<file path="src/rtl/div_ctrl_pkg.sv">
// Shared CPU definitions used by the divide sequencer and the execute stage.
// Holds the ALU op codes for the HI/LO producers, the HI/LO width and the
// sequencer state encoding, plus a small magnitude helper for signed operands.
package div_ctrl_pkg;

   localparam logic [7:0] EXE_MULT_OP = 8'h14;
   localparam logic [7:0] EXE_DIV_OP  = 8'h16;
   localparam logic [7:0] EXE_DIVU_OP = 8'h17;

   localparam int HILO_W = 64;

   typedef enum logic [1:0] {
      S_IDLE = 2'b00,
      S_BUSY = 2'b01,
      S_DIVZ = 2'b10,
      S_DONE = 2'b11
   } div_state_e;

   // Two's-complement magnitude when the operand is treated as signed.
   // 0x8000_0000 maps onto itself, which the unsigned datapath reads as 2^31.
   function automatic logic [31:0] mag32(input logic [31:0] v, input logic is_signed);
      return (is_signed && v[31]) ? (~v + 32'd1) : v;
   endfunction

endpackage

</file>
<file path="src/rtl/div_ctrl.sv">
// div_ctrl: multi-cycle restoring divide sequencer sitting beside execute.
// Ports: clk/rst_n; div_start_i, div_signed_i, dividend_i, divisor_i and
// cancel_i from execute; stall_o to the front of the pipe; ready_o + hilo_o
// ({HI = remainder, LO = quotient}) valid for one cycle in DONE.
// Latency: accept edge, DIV_ITER busy cycles, one DONE cycle (divide-by-zero
// takes a single DIVZ cycle instead). Result outputs are decoded from
// registers only.
module div_ctrl
   import div_ctrl_pkg::*;
#(
   parameter int DIV_ITER = 32
) (
   input  logic                clk,
   input  logic                rst_n,
   input  logic                div_start_i,
   input  logic                div_signed_i,
   input  logic [31:0]         dividend_i,
   input  logic [31:0]         divisor_i,
   input  logic                cancel_i,
   output logic                stall_o,
   output logic                ready_o,
   output logic [HILO_W-1:0]   hilo_o
);

   localparam int CNT_W = (DIV_ITER > 1) ? $clog2(DIV_ITER) : 1;

   div_state_e         state_q, state_d;
   logic [CNT_W-1:0]   cnt_q, cnt_d;
   // {R[31:0], Q[31:0]}. R is always below the divisor between steps, so the
   // 33rd remainder bit only exists transiently inside the shifted value.
   logic [63:0]        rq_q, rq_d;
   logic [31:0]        dvs_q, dvs_d;
   logic               negq_q, negq_d;
   logic               negr_q, negr_d;

   logic               accept;
   logic               last_iter;
   logic [64:0]        shifted;
   logic [32:0]        trial;
   logic [31:0]        rem_mag;
   logic [31:0]        quo_mag;

   assign accept    = (state_q == S_IDLE) && div_start_i && !cancel_i;
   assign last_iter = (cnt_q == CNT_W'(DIV_ITER - 1));

   // ---------------- state register ----------------
   always_ff @(posedge clk or negedge rst_n) begin
      if (!rst_n) begin
         state_q <= S_IDLE;
      end else begin
         state_q <= state_d;
      end
   end

   // ---------------- next-state logic ----------------
   always_comb begin
      state_d = state_q;
      if (cancel_i) begin
         state_d = S_IDLE;
      end else begin
         case (state_q)
            S_IDLE: if (div_start_i) state_d = (divisor_i == 32'd0) ? S_DIVZ : S_BUSY;
            S_BUSY: if (last_iter)   state_d = S_DONE;
            S_DIVZ:                  state_d = S_DONE;
            S_DONE:                  state_d = S_IDLE;
            default:                 state_d = S_IDLE;
         endcase
      end
   end

   // ---------------- outputs ----------------
   assign rem_mag = rq_q[63:32];
   assign quo_mag = rq_q[31:0];

   always_comb begin
      // Reset must hold the pipeline free even if execute is requesting.
      stall_o = rst_n && (accept || (state_q == S_BUSY) || (state_q == S_DIVZ));
      ready_o = (state_q == S_DONE);
      hilo_o  = '0;
      if (state_q == S_DONE) begin
         hilo_o = {negr_q ? (~rem_mag + 32'd1) : rem_mag,
                   negq_q ? (~quo_mag + 32'd1) : quo_mag};
      end
   end

   // ---------------- datapath ----------------
   // One restoring step: shift, trial-subtract, keep the trial if it stayed
   // non-negative and record a 1 in the quotient.
   assign shifted = {rq_q, 1'b0};
   assign trial   = shifted[64:32] - {1'b0, dvs_q};

   always_comb begin
      cnt_d  = cnt_q;
      rq_d   = rq_q;
      dvs_d  = dvs_q;
      negq_d = negq_q;
      negr_d = negr_q;
      if (accept) begin
         cnt_d = '0;
         if (divisor_i == 32'd0) begin
            // Preload the fixed divide-by-zero answer; no sign correction.
            rq_d   = {dividend_i, 32'hFFFF_FFFF};
            dvs_d  = '0;
            negq_d = 1'b0;
            negr_d = 1'b0;
         end else begin
            rq_d   = {32'd0, mag32(dividend_i, div_signed_i)};
            dvs_d  = mag32(divisor_i, div_signed_i);
            negq_d = div_signed_i && (dividend_i[31] ^ divisor_i[31]);
            negr_d = div_signed_i && dividend_i[31];
         end
      end else if (state_q == S_BUSY) begin
         cnt_d = cnt_q + CNT_W'(1);
         rq_d  = trial[32] ? shifted[63:0] : {trial[31:0], shifted[31:1], 1'b1};
      end
   end

   always_ff @(posedge clk or negedge rst_n) begin
      if (!rst_n) begin
         cnt_q  <= '0;
         rq_q   <= '0;
         dvs_q  <= '0;
         negq_q <= 1'b0;
         negr_q <= 1'b0;
      end else begin
         cnt_q  <= cnt_d;
         rq_q   <= rq_d;
         dvs_q  <= dvs_d;
         negq_q <= negq_d;
         negr_q <= negr_d;
      end
   end

endmodule

</file>
<file path="config.mk">
export PLATFORM = sky130hd
export DESIGN_NAME = div_ctrl
export DESIGN_NICKNAME = d
export VERILOG_FILES = /design/src/rtl/div_ctrl_pkg.sv /design/src/rtl/div_ctrl.sv
export SDC_FILE = /design/constraint.sdc
export NUM_CORES = 1
export LEC_CHECK = 0
export BUFFER_PORTS_ARGS = -buffer_cell sky130_fd_sc_hd__buf_2
export CAP_MARGIN = 20
export CORE_MARGIN = 1.5
export CORE_UTILIZATION = 40
export CTS_BUF_LIST = sky130_fd_sc_hd__clkbuf_16
export DETAILED_ROUTE_END_ITERATION = 7
export SYNTH_ARGS = -nofsm -noshare
export SYNTH_HDL_FRONTEND = slang
export SYNTH_SLANG_ARGS = --single-unit
</file>
<file path="constraint.sdc">
create_clock -name clk -period 4 [get_ports clk]
set_clock_uncertainty 0.1 [all_clocks]
set_input_delay 0.8 -clock clk [delete_from_list [all_inputs] [get_ports clk]]
set_output_delay 0.8 -clock clk [all_outputs]
set_load 0.005 [all_outputs]
</file>
==> impl_results.md <==
- Outcome: finished, final reports clean
- Worst Path Buf+Inv: 1
- DR pass1 iterations: 5
- Ranking of synthesized cells by area: dfrtp_1, xnor2_1, o21ai_0
- Initial antenna violation count: 0
- Initial Utilization: 40.8%
- Part of the cycle the worst path needs: 99.8%
- Synthesized netlist cell count: 1236
- Diodes inserted: 0
- Setup TNS: 0 ns
- CTS sink count: 105
- Setup-failing EPs final: 0
- Antenna viol nets, final: 0
- Cts hold-fix bufs: 0
- Max_slew headroom: 28.7%
- Residual DRC count: 0
- Max VDD drop: 0.000394 V
- Cell mode on critical path: or4_4
- Io pins: 135
- Filler cells: 2477
- Hpwl dp: 22500 um
- Vias in the first global route: 8742
- Final core occ: 47.1%
- Actual slew at the worst max-slew pin: 1.07 ns
- CORE AREA: 24400 sq um
- Synthesis-to-finish area growth: 15.5%
- Sequential-to-total area share from yosys stat: 26.4%
- Largest delay share family, worst path: simple AND/OR/NAND/NOR gates
- DR iter-0 viols: 742
- First-pass GRT wire length: 47000 um
- DR WL/cell: 17.7 um
- RD Place Congestion: 0.938
- Sequential cell area: 2630 sq um
- H-tree Lvls: 3
- Share of cells above drive strength 1: 17.0%
- Placed inst area: 11000 sq um
- Worst Setup Slack post-DPL: 0.232 ns
- TritonCTS clock tree: yes
- Total die area: 25800 sq um
- Worst-path cell chain: or4_4, nor2_4, nand2_2, or4_4, nand2b_4, or3_4, o41ai_4, xnor2_1, and2_1, buf_2
- Total Power: 9.96 mW
- Clk root buf: clkbuf_16
- Commonest cells in the netlist: o21ai_0, dfrtp_1, nand2_1, xnor2_1, a21oi_1
- Layout Nets: 1459
- Yosys top cell by area: dfrtp_1
- Post-synth ARST share: 100%
- Kind of end point of the critical path: output pin
- Clock transition at the registers of the reported paths: 0.08 ns
- RSZ-0062 raised after global routing: yes
- Clock Latency Late Sink: 0.36 ns
- HP Class: flip-flop to flip-flop
- FP Rows: 57
- FF+latch count, synth: 105
- Port bufs: 134
- Yosys top cell area share: 26.4%
- CP startpoint kind: flip-flop
- Post-synth EDFFs: 0
- Mean Syn Cell Area: 8.05 sq um
- Final worst slack: 0.00676 ns
- Fmax: 250 MHz
- Grt ovf: 0
- Via density: 5.66
- CTS Buffer Depth: 2
- Die Y: 161 um
- Tot GR Track Use: 22.8%
- Die X: 161 um
- Power density cells: 867 nW/um^2
- Crit path time final: 3.99 ns
- Final instance area: 11500 sq um
- Num CTS Buffers: 9
- WL final: 29700 um
- Final Hold Vio Count: 0
- CP max stage delay: 0.56 ns
- Multi-input gate area: 6980 sq um
- Leakage power: 4.95 nW
- CP required: 3.10 ns
- Via count: 9482
- Yosys Warn Count: 0
- WS Path Type: flip-flop to output pin
- Arr. time, crit path: 3.09 ns
- Final Max Tran Viols: 0
- Number of max-cap violations: 0
- Top-count cell post-synth: o21ai_0
- Worst Path Max Fanout: 5
- Unique masters post-synth: 73
- Critical path's slowest cell: or4_4
- Post-Synthesis Cell Area: 9940 sq um
- Pin count of the biggest net entering global routing: 76
- Syn_nets: 1348
- Top_reg_cell synth: dfrtp_1
-- logic make-up after synthesis --
kind of cell / after synthesis / share of synthesized area (%)
compound gates: 401 / 25.9
xor+xnor: 144 / 12.7
fa+ha+maj: 43 / 5.49
buf+inv: 124 / 4.87
flops: 105 / 26.4
mux: 57 / 5.78
simple gates: 362 / 18.9
-- final timing paths --
| check | startpoint | end | slack (ns) | depth (start not counted) |
|---|---|---|---|---|
| min reg2reg | dvs_q[15] | dvs_q[15] | 0.38 | 2 |
| min in group asynchronous | rst_n | state_q[1] | 0.48 | 2 |
| max reg2reg | rq_q[31] | rq_q[33] | 0.36 | 12 |
| max | rq_q[37] | hilo_o[60] | 0.007 | 10 |
| min | dvs_q[15] | dvs_q[15] | 0.38 | 2 |
| max in group asynchronous | rst_n | dvs_q[14] | 2.58 | 2 |
-- flip-flops by register name (all words and copies together) (netlist names) --
| register | count |
|---|---|
| state_q | 2 |
| cnt_q | 5 |
| dvs_q | 32 |
| negr_q | 1 |
| negq_q | 1 |
| rq_q | 64 |
-- metal layers --
metal | global-route usage (%) | routed length, um
met4 | 6.07 | 466
met5 | 0 | 0
met2 | 35.4 | 13100
met1 | 33.6 | 14400
met3 | 2.25 | 1750
-- layout make-up --
cell class                 count  share of cell area, %
inverter                      54                   1.76
multi-input combinational   1007                   60.7
tap                          324                   3.53
clock inverter                 7                  0.675
clock buffer                   9                   1.96
timing repair buffer         170                   8.46
sequential                   105                   22.9
-- where the power goes --
| group | internal [mW] | switching [mW] | total (mW) |
|---|---|---|---|
| Sequential | 1.54 | 0.718 | 2.26 |
| Combinational | 2.97 | 3.78 | 6.75 |
| Clock | 0.493 | 0.454 | 0.947 |
| Total | 5.00 | 4.96 | 9.96 |
-- metrics by stage --
stage          std cells  hold WS (ns)
2_1_floorplan       1236         0.350
3_3_place_gp        1656         0.361
3_5_place_dp        1656         0.371
6_report            1676         0.381
4_1_cts             1672         0.387
5_1_grt             1676         0.411
-- layout by cell type (no fill, tap or decap), types with 9 or more instances in the layout --
| cell | count |
|---|---|
| buf_4 | 34 |
| xor2_1 | 46 |
| and3_1 | 15 |
| nand2_1 | 100 |
| mux2i_1 | 54 |
| a211oi_1 | 13 |
| nor2_1 | 67 |
| o21a_1 | 10 |
| dfrtp_1 | 105 |
| o41ai_1 | 12 |
| clkbuf_16 | 9 |
| and2_1 | 61 |
| a221oi_1 | 11 |
| inv_1 | 54 |
| o31ai_1 | 33 |
| xnor2_1 | 98 |
| buf_2 | 133 |
| o21ai_0 | 114 |
| a21o_1 | 21 |
| a31oi_1 | 14 |
| a22oi_1 | 40 |
| ha_1 | 40 |
| nand3_1 | 13 |
| a21oi_1 | 79 |
| nor3_1 | 27 |
| or4_1 | 12 |
-- worst reg2reg max path: cells and delay by family, from the launching register on --
kind,cells,cell delay (ns)
buffers and inverters,2,0.36
muxes,1,0.37
DFF,1,0.41
and+or+nand+nor,1,0.18
adders and majority gates,2,0.65
AOI/OAI and AO/OA,6,1.49
-- repair_timing --
item | 4_1_cts | 5_1_grt
pin swaps | 2 | 0
endpoints found under the setup margin | 13 | 22
gates resized for setup | 11 | 18
setup buffers | 0 | 4
gates cloned | 0 | 0
(Power assumes the default switching activity.)
